`config.mk`:
```
export PLATFORM = sky130hd
export DESIGN_NAME = uart_rx_word
export DESIGN_NICKNAME = d
export VERILOG_FILES = /design/src/rtl/uart_rx_word.sv
export SDC_FILE = /design/constraint.sdc
export NUM_CORES = 1
export LEC_CHECK = 0
export CORE_AREA = 2 2 95 97
export DETAILED_ROUTE_END_ITERATION = 8
export DIE_AREA = 0 0 97 99
export PLACE_DENSITY_LB_ADDON = 0.12
export SLEW_MARGIN = 20
export SYNTH_ARGS = -nofsm -noshare
export SYNTH_HDL_FRONTEND = slang
export SYNTH_SLANG_ARGS = --single-unit
```
`constraint.sdc`:
```
create_clock -name i_Clock -period 1.55 [get_ports i_Clock]
set_input_delay 0.31 -clock i_Clock [delete_from_list [all_inputs] [get_ports i_Clock]]
set_output_delay 0.31 -clock i_Clock [all_outputs]
set_load 0.01 [all_outputs]
```
`src/rtl/uart_rx_word.sv`:
```
// uart_rx_word
//   Serial receiver for 32-bit words. It recovers frames from a UART line
//   with this format: start bit (0), 32 data bits LSB first, stop bit (1).
//   Each bit lasts CLKS_PER_BIT clocks. A good frame is delivered as one word
//   with a one-cycle valid strobe. A bad stop bit is reported with a
//   one-cycle error strobe, and that word is discarded.
//
// Parameters
//   CLKS_PER_BIT  clocks per bit (4..512)
//   CNT_W         clock-counter width, must hold CLKS_PER_BIT-1
//
// Ports
//   i_Clock      in   1   system clock, rising edge
//   i_Reset      in   1   synchronous active-high reset
//   i_Rx_Serial  in   1   asynchronous serial line, idles high
//   o_Rx_DV      out  1   one-cycle strobe, o_Rx_Word holds a new good word
//   o_Rx_Word    out  32  last good word, held until the next good word
//   o_Rx_Active  out  1   high from start-bit detect until return to idle
//   o_Frame_Err  out  1   one-cycle strobe, stop bit sampled low
module uart_rx_word #(
    parameter int CLKS_PER_BIT = 87,
    parameter int CNT_W        = 9
) (
    input  logic        i_Clock,
    input  logic        i_Reset,
    input  logic        i_Rx_Serial,
    output logic        o_Rx_DV,
    output logic [31:0] o_Rx_Word,
    output logic        o_Rx_Active,
    output logic        o_Frame_Err
);

    typedef enum logic [2:0] {
        S_IDLE,
        S_START,
        S_DATA,
        S_STOP,
        S_CLEANUP
    } state_t;

    // The start bit is rechecked at its middle. After that, each full bit
    // period lands on the middle of the next bit.
    localparam logic [CNT_W-1:0] HALF = CNT_W'((CLKS_PER_BIT - 1) / 2);
    localparam logic [CNT_W-1:0] LAST = CNT_W'(CLKS_PER_BIT - 1);

    logic              rx_meta;
    logic              rx_sync;
    state_t            state,      state_next;
    logic [CNT_W-1:0]  cnt,        cnt_next;
    logic [4:0]        idx,        idx_next;
    logic [31:0]       shift,      shift_next;
    logic [31:0]       word_next;
    logic              dv_next;
    logic              ferr_next;
    logic              active_next;

    // The synchroniser resets to 1 (idle line). Without that, the receiver
    // would see a false start bit as it leaves reset.
    // NOTE: sequential state uses non-blocking (<=) assignments, so every
    // flop samples the values from before the edge. Blocking assignments
    // here would create order-dependent races between the two flops.
    always_ff @(posedge i_Clock) begin
        if (i_Reset) begin
            rx_meta <= 1'b1;
            rx_sync <= 1'b1;
        end else begin
            rx_meta <= i_Rx_Serial;
            rx_sync <= rx_meta;
        end
    end

    always_ff @(posedge i_Clock) begin
        if (i_Reset) begin
            state       <= S_IDLE;
            cnt         <= '0;
            idx         <= '0;
            shift       <= '0;
            o_Rx_Word   <= '0;
            o_Rx_DV     <= 1'b0;
            o_Frame_Err <= 1'b0;
            o_Rx_Active <= 1'b0;
        end else begin
            state       <= state_next;
            cnt         <= cnt_next;
            idx         <= idx_next;
            shift       <= shift_next;
            o_Rx_Word   <= word_next;
            o_Rx_DV     <= dv_next;
            o_Frame_Err <= ferr_next;
            o_Rx_Active <= active_next;
        end
    end

    // NOTE: every signal assigned in this block gets a default value first.
    // Any path that left a signal unassigned would infer a latch.
    always_comb begin
        state_next = state;
        cnt_next   = cnt;
        idx_next   = idx;
        shift_next = shift;
        word_next  = o_Rx_Word;
        dv_next    = 1'b0;
        ferr_next  = 1'b0;

        unique case (state)
            S_IDLE: begin
                cnt_next = '0;
                idx_next = '0;
                if (!rx_sync) state_next = S_START;
            end

            S_START: begin
                if (cnt == HALF) begin
                    cnt_next   = '0;
                    // A line that is high again at mid-start is a glitch.
                    state_next = rx_sync ? S_IDLE : S_DATA;
                end else begin
                    cnt_next = cnt + 1'b1;
                end
            end

            S_DATA: begin
                if (cnt == LAST) begin
                    cnt_next        = '0;
                    shift_next[idx] = rx_sync;
                    if (idx == 5'd31) begin
                        idx_next   = '0;
                        state_next = S_STOP;
                    end else begin
                        idx_next = idx + 1'b1;
                    end
                end else begin
                    cnt_next = cnt + 1'b1;
                end
            end

            S_STOP: begin
                if (cnt == LAST) begin
                    cnt_next = '0;
                    if (rx_sync) begin
                        word_next = shift;
                        dv_next   = 1'b1;
                    end else begin
                        ferr_next = 1'b1;
                    end
                    state_next = S_CLEANUP;
                end else begin
                    cnt_next = cnt + 1'b1;
                end
            end

            // Wait here while the line is low (break or held-low line). This
            // keeps a broken stop bit from being seen as a new start bit.
            S_CLEANUP: begin
                cnt_next = '0;
                if (rx_sync) state_next = S_IDLE;
            end

            default: begin
                state_next = S_IDLE;
                cnt_next   = '0;
                idx_next   = '0;
            end
        endcase

        active_next = (state_next != S_IDLE);
    end

endmodule

```
==> flow_summary.json <==
{
  "synth-seq-area-share_pct": 45.9,
  "hold_path_startpoint": "i_Reset",
  "worst_hold_path.num_cells": 5,
  "antenna_cells": 0,
  "rsz0062_at_grt": "true",
  "synth_edf_count": 0,
  "dpl_cell_area_sq_mm": 0.00449,
  "syn_area_sq_mm": 0.00375,
  "reg2reg_slack_ns": -0.09,
  "clock_tree.htree_level_count": 3,
  "routed_wire_length_per_instance_um": 13.4,
  "most-common-layout-cells": "sky130_fd_sc_hd__nand2_1 (82), sky130_fd_sc_hd__dfxtp_1 (82), sky130_fd_sc_hd__nand2b_1 (35)",
  "final_min_period_over_clock_period_pct": 106,
  "rows": 34,
  "finalHoldViolCount": 0,
  "fin_area_sq_mm": 0.00498,
  "overflow": 0,
  "grt_max_degree": 40,
  "failing_checks": "negative setup slack",
  "drv_slew": 0,
  "synth_largest_area_cell": "sky130_fd_sc_hd__dfxtp_1",
  "totalNegativeSetupSlack_ns": -1.29,
  "antenna_violating_nets_post_route": 0,
  "timing.max_cap.violations": 0,
  "yosysUniqueCellTypes": 46,
  "routed.top_layer": "met4",
  "ctsHoldBuffers": 0,
  "worst_r2r_path_depth": 6,
  "synth_top_cells_by_area": "sky130_fd_sc_hd__dfxtp_1 (46%), sky130_fd_sc_hd__nand2_1 (9.8%), sky130_fd_sc_hd__mux2i_1 (8.5%)",
  "drt-initial-drc-count": 90,
  "synth_fp_nets": 430,
  "met2_length_um": 3790,
  "grt_antenna_before_repair": 0,
  "routed_via_density": 4.97,
  "worst-path-max-fanout": 9,
  "finalNonFillerCells": 601,
  "grt_usage_pct": 17.3,
  "detailroute.via_count": 2987,
  "critical_path.reg2reg.startpoint": "cnt[0]$_SDFF_PP0_",
  "grt_pass1_vias": 2833,
  "routed_wl_um": 8070,
  "slew_headroom_pct": 53.7,
  "synth-async-reset-ratio_pct": 0,
  "drtPass1Iterations": 4,
  "crit_arrival_ns": 1.94,
  "critPathRequiredTime_ns": 1.85,
  "cts_buffers": 9,
  "ys_dominant_reg_cell": "sky130_fd_sc_hd__dfxtp_1",
  "cellLeakagePower_uw": 0.00220,
  "fin_skew_ns": 0.00798,
  "remaining_drc_errors": 0,
  "grt_first_pass_wirelength_um": 13500,
  "final_layout_size_suffix_gt1_share_pct": 24.5,
  "die-height_um": 99,
  "wirelength_met1_um": 3940,
  "synth-warning-count": 0,
  "dp_cells": 582,
  "worst_hold_path.endpoint": "cnt[0]$_SDFF_PP0_",
  "avgSynthCellArea_sq_um": 8.94,
  "core_region_area_sq_mm": 0.00855,
  "worst_pin_slew_ns": 0.693,
  "root_buffer": "sky130_fd_sc_hd__clkbuf_8",
  "syn2layout_area_growth_pct": 32.6,
  "vdd.ir_drop.worst_uv": 411,
  "critical_path_class": "reg2reg",
  "final_setup_violation_count": 52,
  "cts_tree": "built",
  "boundaryPins": 38,
  "num-nets-final": 499,
  "startpoint_type": "flop",
  "clkSinkCount": 86,
  "cts.clk_slew.worst_paths_ns": 0.09,
  "clock_tree.buffer_depth": 2,
  "fin_crit_ns": 1.64,
  "synthCells": 420,
  "worst_r2r_endpoint": "cnt[8]$_SDFF_PP0_",
  "area_enclosed_by_the_die_boundary_sq_mm": 0.00960,
  "worst_hold_path_type": "in2reg",
  "power_density_mw_per_mm2": 812,
  "clk_latency_ns": 0.36,
  "run_status": "finished with violations",
  "fmaxAchievable_mhz": 611,
  "place.gp.congestion": 0.776,
  "setup_slack_ns": -0.0864,
  "critPathCaptureType": "flop",
  "place.detailed.hpwl_um": 5460,
  "port_buffers": 37,
  "detailroute.wirelength.met3_um": 243,
  "die_x_um": 97,
  "synth_top_area_share_pct": 45.9,
  "initial_core_util_pct": 43.9,
  "synth-seq-cells": 86
}
[worst max-delay path, stage by stage (launching register included)]
cell	delay [ns]
sky130_fd_sc_hd__dfxtp_2	0.34
sky130_fd_sc_hd__ha_2	0.18
sky130_fd_sc_hd__and4bb_2	0.25
sky130_fd_sc_hd__a2111oi_4	0.44
sky130_fd_sc_hd__o31ai_4	0.10
sky130_fd_sc_hd__buf_12	0.16
sky130_fd_sc_hd__nor2_2	0.10
[stage by stage]
step	total power, uW	util [%]	hold WS [ns]	worst slack, ns
after global routing	4190	58.2	0.429	-0.152
final	4040	58.2	0.410	-0.0864
after global placement	2380	52.5	0.402	-0.0968
after detailed placement	2380	52.5	0.402	-0.0849
after CTS	4070	56.5	0.394	-0.0841
after floorplan	2340	-	0.389	0.0151
[routing by layer]
metal	vias up	track usage [%]
met5	-	0
met2	35	28.1
met4	0	5.85
met3	9	4.40
met1	1392	22.5
li1	1551	-
[report_power, final]
group          switching [uW]  internal (uW)  leakage [uW]
clock                     805            905      0.000103
combinational            65.6           46.6       0.00140
sequential               5.97           2210      0.000695
total                     876           3160       0.00220
[flip-flops by register name (all words and copies together), names as in the netlist]
signal       count
o_Rx_Word       32
shift           32
rx_sync          1
o_Frame_Err      1
o_Rx_DV          1
state            3
idx              5
cnt              9
rx_meta          1
o_Rx_Active      1
[timing repair]
action                                  in CTS  in global routing
gates cloned                                 1                  1
resized for setup                           62                 32
pin swaps                                   10                  6
endpoints found under the hold margin        0                  0
buffers inserted                             2                  2
endpoints found under the setup margin     102                 90
[cells by family after synthesis]
kind of cell    count (synthesis)  share of synthesized area [%]
compound gates                 56                           9.53
xor+xnor                        7                           1.63
fa+ha+maj                       7                           2.33
buf+inv                        33                           4.53
flops                          86                           45.9
mux                            32                           8.53
simple gates                  199                           27.6
[how the worst max path moves through the flow]
stage | from | slack [ns] | cells past startpoint | endpoint
6_report | cnt[0]$_SDFF_PP0_ | -0.09 | 6 | cnt[8]$_SDFF_PP0_
5_1_grt | cnt[0]$_SDFF_PP0_ | -0.15 | 6 | cnt[6]$_SDFF_PP0_
4_1_cts | cnt[0]$_SDFF_PP0_ | -0.08 | 6 | cnt[8]$_SDFF_PP0_
3_5_place_dp | cnt[0]$_SDFF_PP0_ | -0.08 | 7 | o_Rx_Word[13]$_SDFFE_PP0P_
3_3_place_gp | cnt[1]$_SDFF_PP0_ | -0.1 | 6 | o_Rx_Word[15]$_SDFFE_PP0P_
2_1_floorplan | cnt[1]$_SDFF_PP0_ | 0.02 | 5 | cnt[2]$_SDFF_PP0_
[cells in the mapped netlist, drive strengths merged (4+ instances only)]
cell type and instances:
xor2 6, and3 4, dfxtp 86, buf 11, mux2i 32, a21oi 38, inv 5, nor3 4
nand2b 35, and4 5, ha 7, clkbuf 17, nand3 10, nand4 4, nand2 98, nor3b 5
nor2 16
[layout make-up]
class / instances / area, sq um
Sequential cell: 86 / 1730
Inverter: 5 / 18.8
Multi-Input combinational cell: 301 / 2040
Timing Repair Buffer: 86 / 848
Fill cell: 776 / 3570
Tap cell: 108 / 135
Clock inverter: 5 / 85.1
Clock buffer: 10 / 128
No activity file was read; power rests on OpenSTA's default activity.
